===== config.mk =====
export PLATFORM = sky130hd
export DESIGN_NAME = ddr_ring_scheduler_flat
export DESIGN_NICKNAME = d
export VERILOG_FILES = /design/src/rtl/ddr_sched_pkg.sv /design/src/rtl/ddr_ring_scheduler_if.sv /design/src/rtl/ring_ptr_unit.sv /design/src/rtl/ddr_ring_scheduler.sv /design/src/flat_wrapper.sv
export SDC_FILE = /design/constraint.sdc
export NUM_CORES = 1
export LEC_CHECK = 0
export CELL_PAD_IN_SITES_DETAIL_PLACEMENT = 2
export CELL_PAD_IN_SITES_GLOBAL_PLACEMENT = 2
export CORE_UTILIZATION = 37
export DETAILED_ROUTE_END_ITERATION = 10
export DONT_BUFFER_PORTS = 1
export HOLD_SLACK_MARGIN = 0.06
export PLACE_DENSITY_LB_ADDON = 0.25
export SLEW_MARGIN = 25
export SYNTH_ARGS = -nofsm -noshare
export SYNTH_HDL_FRONTEND = slang
export SYNTH_SLANG_ARGS = --single-unit

===== constraint.sdc =====
create_clock -name ddr_clk_i -period 3.35 [get_ports ddr_clk_i]
set_clock_uncertainty 0.05 [all_clocks]
set_input_delay 0.67 -clock ddr_clk_i [delete_from_list [all_inputs] [get_ports ddr_clk_i]]
set_output_delay 0.67 -clock ddr_clk_i [all_outputs]
set_load 0.01 [all_outputs]

===== src/rtl/ddr_sched_pkg.sv =====
// Shared state encoding, grant constants and pointer helper for the DDR ring scheduler.
package ddr_sched_pkg;

   typedef enum logic [2:0] {
      IDLE    = 3'd0,
      ARB     = 3'd1,
      WR_REQ  = 3'd2,
      WR_WAIT = 3'd3,
      RD_REQ  = 3'd4,
      RD_WAIT = 3'd5
   } sched_state_e;

   localparam logic GRANT_RD = 1'b0;
   localparam logic GRANT_WR = 1'b1;

   // Advance a ring pointer by step, folding back to 0 at the ring boundary.
   function automatic logic [31:0] ptr_wrap(input logic [31:0] ptr,
                                            input logic [31:0] step,
                                            input logic [31:0] ring_words);
      logic [31:0] nxt;
      nxt = ptr + step;
      return (nxt >= ring_words) ? nxt - ring_words : nxt;
   endfunction

endpackage


===== src/rtl/ddr_ring_scheduler_if.sv =====
// Request/finish handshake between the ring scheduler (master) and the DDR burst controller (slave).
interface ddr_ring_scheduler_if #(parameter int ADDR_WIDTH = 30);
   logic                  burst_idle_i;
   logic                  wr_ddr_req_o;
   logic [7:0]            wr_ddr_len_o;
   logic [ADDR_WIDTH-1:0] wr_ddr_addr_o;
   logic                  wr_ddr_finish_i;
   logic                  rd_ddr_req_o;
   logic [7:0]            rd_ddr_len_o;
   logic [ADDR_WIDTH-1:0] rd_ddr_addr_o;
   logic                  rd_ddr_finish_i;

   modport master (
      input  burst_idle_i, wr_ddr_finish_i, rd_ddr_finish_i,
      output wr_ddr_req_o, wr_ddr_len_o, wr_ddr_addr_o,
      output rd_ddr_req_o, rd_ddr_len_o, rd_ddr_addr_o
   );

   modport slave (
      output burst_idle_i, wr_ddr_finish_i, rd_ddr_finish_i,
      input  wr_ddr_req_o, wr_ddr_len_o, wr_ddr_addr_o,
      input  rd_ddr_req_o, rd_ddr_len_o, rd_ddr_addr_o
   );
endinterface


===== src/rtl/ring_ptr_unit.sv =====
// Ring write/read pointers, occupancy, flush clearing and burst address generation.
// RING_OVERWRITE_EN: a write into a full ring advances the read pointer instead of occupancy.
module ring_ptr_unit
   import ddr_sched_pkg::*;
#(
   parameter int          ADDR_WIDTH = 30,
   parameter int          BURST_LEN  = 64,
   parameter logic [31:0] RING_WORDS = 32'h0100_0000,
   parameter logic [31:0] BASE_ADDR  = 32'h0,
   parameter int          ADDR_STEP  = 8,
   parameter int          PTR_W      = 24
)(
   input  logic                  clk_sys,
   input  logic                  rst_b,
   input  logic                  flush_apply,
   input  logic                  wr_commit,
   input  logic                  rd_commit,
   output logic [PTR_W:0]        used_words,
   output logic                  ring_full,
   output logic                  rd_avail,
   output logic [ADDR_WIDTH-1:0] wr_addr,
   output logic [ADDR_WIDTH-1:0] rd_addr
);

   localparam logic [31:0] BL32 = 32'(BURST_LEN);

   logic [PTR_W-1:0]      wr_ptr_q, wr_ptr_d, rd_ptr_q, rd_ptr_d;
   logic [PTR_W:0]        used_q, used_d;
   logic [ADDR_WIDTH-1:0] wr_addr_q, wr_addr_d, rd_addr_q, rd_addr_d;
   logic [31:0]           free_words;

   assign free_words = RING_WORDS - 32'(used_q);
   assign ring_full  = free_words < BL32;
   assign rd_avail   = 32'(used_q) >= BL32;

   always_comb begin
      wr_ptr_d = wr_ptr_q;
      rd_ptr_d = rd_ptr_q;
      used_d   = used_q;
      if (flush_apply) begin
         wr_ptr_d = '0;
         rd_ptr_d = '0;
         used_d   = '0;
      end else if (wr_commit) begin
`ifdef RING_OVERWRITE_EN
         wr_ptr_d = PTR_W'(ptr_wrap(32'(wr_ptr_q), BL32, RING_WORDS));
         if (ring_full) rd_ptr_d = PTR_W'(ptr_wrap(32'(rd_ptr_q), BL32, RING_WORDS));
         else           used_d   = used_q + (PTR_W+1)'(BURST_LEN);
`else
         if (!ring_full) begin
            wr_ptr_d = PTR_W'(ptr_wrap(32'(wr_ptr_q), BL32, RING_WORDS));
            used_d   = used_q + (PTR_W+1)'(BURST_LEN);
         end
`endif
      end else if (rd_commit && rd_avail) begin
         rd_ptr_d = PTR_W'(ptr_wrap(32'(rd_ptr_q), BL32, RING_WORDS));
         used_d   = used_q - (PTR_W+1)'(BURST_LEN);
      end
      // Addresses trail the pointers by one cycle; the FSM never requests that soon after an update.
      wr_addr_d = ADDR_WIDTH'(BASE_ADDR + 32'(wr_ptr_q) * 32'(ADDR_STEP));
      rd_addr_d = ADDR_WIDTH'(BASE_ADDR + 32'(rd_ptr_q) * 32'(ADDR_STEP));
   end

   always_ff @(posedge clk_sys or negedge rst_b) begin
      if (!rst_b) begin
         wr_ptr_q  <= '0;
         rd_ptr_q  <= '0;
         used_q    <= '0;
         wr_addr_q <= '0;
         rd_addr_q <= '0;
      end else begin
         wr_ptr_q  <= wr_ptr_d;
         rd_ptr_q  <= rd_ptr_d;
         used_q    <= used_d;
         wr_addr_q <= wr_addr_d;
         rd_addr_q <= rd_addr_d;
      end
   end

   assign used_words = used_q;
   assign wr_addr    = wr_addr_q;
   assign rd_addr    = rd_addr_q;

endmodule


===== src/rtl/ddr_ring_scheduler.sv =====
// DDR ring scheduler: arbitrates write/read bursts between ingress and egress FIFOs over a DDR ring.
// RING_OVERWRITE_EN: when defined, writes into a full ring drop the oldest burst instead of blocking.
//
// state   | meaning
// IDLE    | waiting for burst controller idle and no flush
// ARB     | one-cycle grant decision
// WR_REQ  | write request pulse
// WR_WAIT | waiting for write finish
// RD_REQ  | read request pulse
// RD_WAIT | waiting for read finish
module ddr_ring_scheduler
   import ddr_sched_pkg::*;
#(
   parameter int          ADDR_WIDTH = 30,
   parameter int          BURST_LEN  = 64,
   parameter logic [31:0] RING_WORDS = 32'h0100_0000,
   parameter logic [31:0] BASE_ADDR  = 32'h0,
   parameter int          ADDR_STEP  = 8,
   parameter int          CNT_W      = 12,
   parameter int          WR_URGENT  = 1024,
   parameter int          PTR_W      = 24
)(
   input  logic                  ddr_clk_i,
   input  logic                  ddr_rst_n_i,
   input  logic                  flush_i,
   input  logic [CNT_W-1:0]      wr_fifo_cnt_i,
   input  logic [CNT_W-1:0]      rd_fifo_free_i,
   ddr_ring_scheduler_if.master  ddr,
   output logic [PTR_W:0]        used_words_o,
   output logic                  overflow_o,
   output logic [31:0]           drop_cnt_o,
   output logic                  busy_o
);

   localparam logic [31:0] BL32 = 32'(BURST_LEN);

   sched_state_e state_q, state_d;
   logic         last_grant_q, last_grant_d;
   logic         flush_pend_q, flush_pend_d;
   logic         overflow_q, overflow_d;
   logic [31:0]  drop_cnt_q, drop_cnt_d;

   logic flush_apply, wr_commit, rd_commit, drop_evt;
   logic ring_full, rd_avail;
   logic wr_want, wr_elig, rd_ok, urgent, grant_wr, grant_rd;

   ring_ptr_unit #(
      .ADDR_WIDTH (ADDR_WIDTH),
      .BURST_LEN  (BURST_LEN),
      .RING_WORDS (RING_WORDS),
      .BASE_ADDR  (BASE_ADDR),
      .ADDR_STEP  (ADDR_STEP),
      .PTR_W      (PTR_W)
   ) u_ring_ptr (
      .clk_sys     (ddr_clk_i),
      .rst_b       (ddr_rst_n_i),
      .flush_apply (flush_apply),
      .wr_commit   (wr_commit),
      .rd_commit   (rd_commit),
      .used_words  (used_words_o),
      .ring_full   (ring_full),
      .rd_avail    (rd_avail),
      .wr_addr     (ddr.wr_ddr_addr_o),
      .rd_addr     (ddr.rd_ddr_addr_o)
   );

   assign wr_want = 32'(wr_fifo_cnt_i) >= BL32;
`ifdef RING_OVERWRITE_EN
   assign wr_elig = wr_want;
`else
   assign wr_elig = wr_want && !ring_full;
`endif
   assign rd_ok    = rd_avail && (32'(rd_fifo_free_i) >= BL32);
   assign urgent   = 32'(wr_fifo_cnt_i) >= 32'(WR_URGENT);
   assign grant_wr = wr_elig && (urgent || !rd_ok || (last_grant_q == GRANT_RD));
   assign grant_rd = rd_ok && !grant_wr;
`ifdef RING_OVERWRITE_EN
   assign drop_evt = wr_want && ring_full && grant_wr;
`else
   assign drop_evt = wr_want && ring_full;
`endif

   always_comb begin
      state_d      = state_q;
      last_grant_d = last_grant_q;
      flush_pend_d = flush_pend_q;
      overflow_d   = overflow_q;
      drop_cnt_d   = drop_cnt_q;
      flush_apply  = 1'b0;
      wr_commit    = 1'b0;
      rd_commit    = 1'b0;
      case (state_q)
         IDLE: begin
            if (flush_i)               flush_apply = 1'b1;
            else if (ddr.burst_idle_i) state_d     = ARB;
         end
         ARB: begin
            state_d = IDLE;
            if (flush_i) begin
               flush_apply = 1'b1;
            end else begin
               if (drop_evt) begin
                  overflow_d = 1'b1;
                  if (drop_cnt_q != 32'hFFFF_FFFF) drop_cnt_d = drop_cnt_q + 32'd1;
               end
               if (grant_wr) begin
                  state_d      = WR_REQ;
                  last_grant_d = GRANT_WR;
               end else if (grant_rd) begin
                  state_d      = RD_REQ;
                  last_grant_d = GRANT_RD;
               end
            end
         end
         WR_REQ, RD_REQ: begin
            flush_pend_d = flush_pend_q | flush_i;
            state_d      = (state_q == WR_REQ) ? WR_WAIT : RD_WAIT;
         end
         WR_WAIT, RD_WAIT: begin
            flush_pend_d = flush_pend_q | flush_i;
            if ((state_q == WR_WAIT) ? ddr.wr_ddr_finish_i : ddr.rd_ddr_finish_i) begin
               state_d      = IDLE;
               flush_pend_d = 1'b0;
               // A flush seen at any point of the burst discards the finish update.
               if (flush_pend_q || flush_i)  flush_apply = 1'b1;
               else if (state_q == WR_WAIT)  wr_commit   = 1'b1;
               else                          rd_commit   = 1'b1;
            end
         end
         default: state_d = IDLE;
      endcase
      if (flush_apply) overflow_d = 1'b0;
   end

   always_ff @(posedge ddr_clk_i or negedge ddr_rst_n_i) begin
      if (!ddr_rst_n_i) begin
         state_q      <= IDLE;
         last_grant_q <= GRANT_RD;
         flush_pend_q <= 1'b0;
         overflow_q   <= 1'b0;
         drop_cnt_q   <= '0;
      end else begin
         state_q      <= state_d;
         last_grant_q <= last_grant_d;
         flush_pend_q <= flush_pend_d;
         overflow_q   <= overflow_d;
         drop_cnt_q   <= drop_cnt_d;
      end
   end

   assign ddr.wr_ddr_req_o = (state_q == WR_REQ);
   assign ddr.rd_ddr_req_o = (state_q == RD_REQ);
   assign ddr.wr_ddr_len_o = 8'(BURST_LEN);
   assign ddr.rd_ddr_len_o = 8'(BURST_LEN);
   assign overflow_o       = overflow_q;
   assign drop_cnt_o       = drop_cnt_q;
   assign busy_o           = (state_q != IDLE);

endmodule

===== src/flat_wrapper.sv =====
// flat-port wrapper written by rule: the top's interface ports become plain ports
module ddr_ring_scheduler_flat import ddr_sched_pkg::*;
#(
   parameter int          ADDR_WIDTH = 30,
   parameter int          BURST_LEN  = 64,
   parameter logic [31:0] RING_WORDS = 32'h0100_0000,
   parameter logic [31:0] BASE_ADDR  = 32'h0,
   parameter int          ADDR_STEP  = 8,
   parameter int          CNT_W      = 12,
   parameter int          WR_URGENT  = 1024,
   parameter int          PTR_W      = 24
)
  (ddr_clk_i, ddr_rst_n_i, flush_i, wr_fifo_cnt_i, rd_fifo_free_i, used_words_o, overflow_o, drop_cnt_o, busy_o, ddr_burst_idle_i, ddr_wr_ddr_finish_i, ddr_rd_ddr_finish_i, ddr_wr_ddr_req_o, ddr_wr_ddr_len_o, ddr_wr_ddr_addr_o, ddr_rd_ddr_req_o, ddr_rd_ddr_len_o, ddr_rd_ddr_addr_o);
  ddr_ring_scheduler_if #(.ADDR_WIDTH(ADDR_WIDTH)) ddr_i ();
  input  logic ddr_clk_i;
  input  logic ddr_rst_n_i;
  input  logic flush_i;
  input  logic [CNT_W-1:0] wr_fifo_cnt_i;
  input  logic [CNT_W-1:0] rd_fifo_free_i;
  output logic [PTR_W:0] used_words_o;
  output logic overflow_o;
  output logic [31:0] drop_cnt_o;
  output logic busy_o;
  input wire logic [$bits(ddr_i.burst_idle_i)-1:0] ddr_burst_idle_i;
  input wire logic [$bits(ddr_i.wr_ddr_finish_i)-1:0] ddr_wr_ddr_finish_i;
  input wire logic [$bits(ddr_i.rd_ddr_finish_i)-1:0] ddr_rd_ddr_finish_i;
  output wire logic [$bits(ddr_i.wr_ddr_req_o)-1:0] ddr_wr_ddr_req_o;
  output wire logic [$bits(ddr_i.wr_ddr_len_o)-1:0] ddr_wr_ddr_len_o;
  output wire logic [$bits(ddr_i.wr_ddr_addr_o)-1:0] ddr_wr_ddr_addr_o;
  output wire logic [$bits(ddr_i.rd_ddr_req_o)-1:0] ddr_rd_ddr_req_o;
  output wire logic [$bits(ddr_i.rd_ddr_len_o)-1:0] ddr_rd_ddr_len_o;
  output wire logic [$bits(ddr_i.rd_ddr_addr_o)-1:0] ddr_rd_ddr_addr_o;
  assign ddr_i.burst_idle_i = ddr_burst_idle_i;
  assign ddr_i.wr_ddr_finish_i = ddr_wr_ddr_finish_i;
  assign ddr_i.rd_ddr_finish_i = ddr_rd_ddr_finish_i;
  assign ddr_wr_ddr_req_o = ddr_i.wr_ddr_req_o;
  assign ddr_wr_ddr_len_o = ddr_i.wr_ddr_len_o;
  assign ddr_wr_ddr_addr_o = ddr_i.wr_ddr_addr_o;
  assign ddr_rd_ddr_req_o = ddr_i.rd_ddr_req_o;
  assign ddr_rd_ddr_len_o = ddr_i.rd_ddr_len_o;
  assign ddr_rd_ddr_addr_o = ddr_i.rd_ddr_addr_o;
  ddr_ring_scheduler #(.ADDR_WIDTH(ADDR_WIDTH), .BURST_LEN(BURST_LEN), .RING_WORDS(RING_WORDS), .BASE_ADDR(BASE_ADDR), .ADDR_STEP(ADDR_STEP), .CNT_W(CNT_W), .WR_URGENT(WR_URGENT), .PTR_W(PTR_W)) u_core (.ddr_clk_i(ddr_clk_i), .ddr_rst_n_i(ddr_rst_n_i), .flush_i(flush_i), .wr_fifo_cnt_i(wr_fifo_cnt_i), .rd_fifo_free_i(rd_fifo_free_i), .ddr(ddr_i), .used_words_o(used_words_o), .overflow_o(overflow_o), .drop_cnt_o(drop_cnt_o), .busy_o(busy_o));
endmodule

==> impl_metrics.py <==
metrics = {
    "logic_synthesis": {
        "ys.flop_type": "dfrtp_1",
        "synth_area_per_cell_sq_um": 9.65,
        "yosys.cell_types.count": 68,
        "ys_seq_area_share_pct": 47.2,
        "syn_area_sq_um": 6840,
        "yosys_register_bits": 129,
        "netlist_instances": 709,
        "yosysWarnings": 0,
        "synth_edf_count": 0,
        "ys_async_sr_fraction_pct": 100,
    },
    "place": {
        "place.gp.congestion": 0.846,
        "portBuffers": 0,
        "dpl.cell_count": 950,
        "dpl.hpwl_mm": 14.8,
    },
    "pwr": {
        "p_per_area_nw_per_um2": 682,
        "peakVddDrop_uv": 427,
        "power_leakage_uw": 0.00356,
    },
    "worst_setup_path": {
        "cp.buffers_inverters": 2,
        "cp.arrival_ns": 3.52,
        "slowest_stage": "or4_4",
        "cp_data_required_time_ns": 3.65,
        "cp_top_family": "simple AND/OR/NAND/NOR gates",
        "cp_max_fo": 7,
        "critical_path.cell_chain": "or4_4, nor2_2, a32oi_1, or4_1, a211o_1, buf_4, o21a_1, buf_4, a211o_1, o21ai_1",
        "cp_slowest_stage_delay_ns": 0.57,
        "worstSetupPathType": "flop to flop",
        "end_kind": "flop",
        "cp-start-kind": "flop",
    },
    "finish": {
        "antenna_cells": 0,
        "area_growth_syn_to_layout_pct": 14.9,
        "nFillCells": 1904,
        "utilization_pct": 43.6,
        "final_cells": 984,
        "final_net_count": 779,
        "drive_gt1_share_pct": 15.0,
    },
    "run_status": {
        "violations": "negative hold slack",
        "outcome": "complete, but fails checks",
    },
    "timing": {
        "setup_violations": 0,
        "fmax_mhz": 310,
        "hold_violations": 129,
        "tightest_slew_ns": 0.752,
        "whs_ns": -0.112,
        "post-route-min-period_ns": 3.22,
        "max_slew_margin_pct": 49.1,
        "report.final.slew_viol_count": 0,
        "rsz0062_at_grt": "true",
        "finalCritPeriodShare_pct": 96.2,
    },
    "floorplan": {
        "core_area_sq_um": 18000,
        "die_y_microns": 138,
        "die_w_microns": 138,
        "dieArea_sq_um": 19000,
        "rows": 49,
        "io_pins": 167,
        "initial_core_util_pct": 37.9,
    },
    "detailed_routing": {
        "dr.pass1.iters": 4,
        "postRouteAntennaNets": 0,
        "wl_mm": 21.0,
        "drc": 0,
        "vias_per_cell": 5.62,
        "vias": 5533,
        "drt_iter0_markers": 246,
        "wl_per_cell_microns": 21.3,
    },
    "cts": {
        "worstSkewPairLatency_ns": 0.42,
        "htree_levels": 4,
        "cts_buffer_depth": 2,
        "clk_pin_slew_ns": 0.06,
        "cts_tree": "done",
        "cts-buffers-inserted": 17,
        "cts.sinks": 129,
        "cts-root-buf": "clkbuf_16",
    },
    "worst_hold_path": {
        "hp-class": "primary input to async pin",
    },
    "global_route": {
        "overflow": 0,
        "grt_pass1_wl_mm": 33.1,
        "grt_antenna_before_repair": 0,
        "grt_start_max_net_pins": 130,
        "grt_pass1_vias": 5959,
        "gr-usage-all-layers_pct": 23.0,
    },
    "flow_run": {
        "maxCapViolations": 0,
    },
}
per-stage QoR:
stage	cell area, sq um	hold WS [ns]	setup TNS [ns]	power, uW	worst slack, ns
4_1_cts	7790	-0.131	0	5360	0.0168
6_report	7860	-0.112	0	5360	0.128
3_3_place_gp	7180	0.328	0	3320	0.0967
2_1_floorplan	7000	0.312	0	2870	0.405
5_1_grt	7860	-0.137	-0.0211	5640	-0.0211
3_5_place_dp	7180	0.327	0	3400	0.0112
where the power goes:
part           switching, uW  total [uW]  internal [uW]
Combinational           1060        1700            639
Clock                    743        1920           1180
Sequential               107        1740           1630
cell type report:
type                            count  area, sq um  share of cell area (%)
Timing Repair Buffer               53          423                    5.38
Inverter                           10         37.5                   0.477
Clock inverter                     14          180                    2.29
Clock buffer                       18          429                    5.46
Tap cell                          229          287                    3.64
Sequential cell                   129         3230                    41.1
Multi-Input combinational cell    531         3280                    41.7
final timing paths:
kind	start	to	slack, ns	depth (start not counted)
max	u_core.u_ring_ptr.used_words[7]$_DFFE_PN0P_	u_core.u_ring_ptr.used_words[8]$_DFFE_PN0P_	0.13	10
min	ddr_rst_n_i	u_core.u_ring_ptr.wr_addr[19]$_DFF_PN0_	-0.11	0
max reg2reg	u_core.u_ring_ptr.used_words[7]$_DFFE_PN0P_	u_core.u_ring_ptr.used_words[8]$_DFFE_PN0P_	0.13	10
min reg2reg	u_core.u_ring_ptr.wr_ptr_q[21]$_DFFE_PN0P_	u_core.u_ring_ptr.wr_addr[24]$_DFF_PN0_	0.39	0
max in group asynchronous	ddr_rst_n_i	u_core.u_ring_ptr.used_words[24]$_DFFE_PN0P_	3.15	0
min in group ddr_clk_i	u_core.u_ring_ptr.wr_ptr_q[21]$_DFFE_PN0P_	u_core.u_ring_ptr.wr_addr[24]$_DFF_PN0_	0.39	0
cells in the mapped netlist, drive strengths merged, types with 10 or more instances:
library cell,instances,area (sq um)
clkbuf,21,80.1
nand4,14,87.6
xnor2,36,315
nor4,13,139
or3,20,135
dfrtp,129,3230
nor3,19,95.1
o21ai,30,161
inv,10,37.5
buf,62,457
nand3,41,210
xor2,12,105
mux2i,10,100
nand2,59,221
and3,30,188
nor2,52,195
a21oi,44,220
what timing repair did:
action,CTS,global route
endpoints found under the hold margin,129,129
pin swaps,0,3
gates resized for setup,1,11
buffers inserted,0,2
setup endpoints to repair,2,25
routing by layer:
layer | global-route usage [%] | routed length (microns)
met1 | 28.5 | 8890
met2 | 39.2 | 10800
met3 | 4.64 | 918
met4 | 8.70 | 357
met5 | 0 | 0
sequential cells by signal (all words and copies together) (netlist names):
signal,count
u_core.u_ring_ptr.rd_ptr_q,18
u_core.u_ring_ptr.wr_ptr_q,18
u_core.drop_cnt_o,32
u_core.last_grant_q,1
u_core.state_q,3
u_core.u_ring_ptr.rd_addr,18
u_core.overflow_o,1
u_core.u_ring_ptr.used_words,19
u_core.flush_pend_q,1
u_core.u_ring_ptr.wr_addr,18
cells by family (layout without fill, tap and decap cells):
logic type / Yosys count / after routing / share of synthesized area [%]
multiplexers: 12 / 12 / 1.79
adder cells (fa/ha/maj): 7 / 7 / 1.28
flip-flops: 129 / 129 / 47.2
buffers and inverters: 93 / 95 / 8.40
AO/OA/AOI/OAI: 126 / 126 / 11.8
AND/OR/NAND/NOR: 292 / 292 / 23.3
XOR/XNOR: 48 / 48 / 6.15
other: 2 / 46 / 0.110
cells in the final DEF, fill, tap and decap left out, drive strengths merged, types with 6 or more instances in the layout:
cell type  count
nor4          13
and3          30
conb          46
nor2b          6
or2            6
a31oi          9
nor2          52
or3           20
a21oi         44
clkbuf        18
o21ai         30
inv           14
dfrtp        129
nor3          19
nand4         14
mux2i         10
xor2          12
ha             7
nand3         41
buf           53
xnor2         36
and2           7
nand2         59
(Power assumes the default switching activity.)
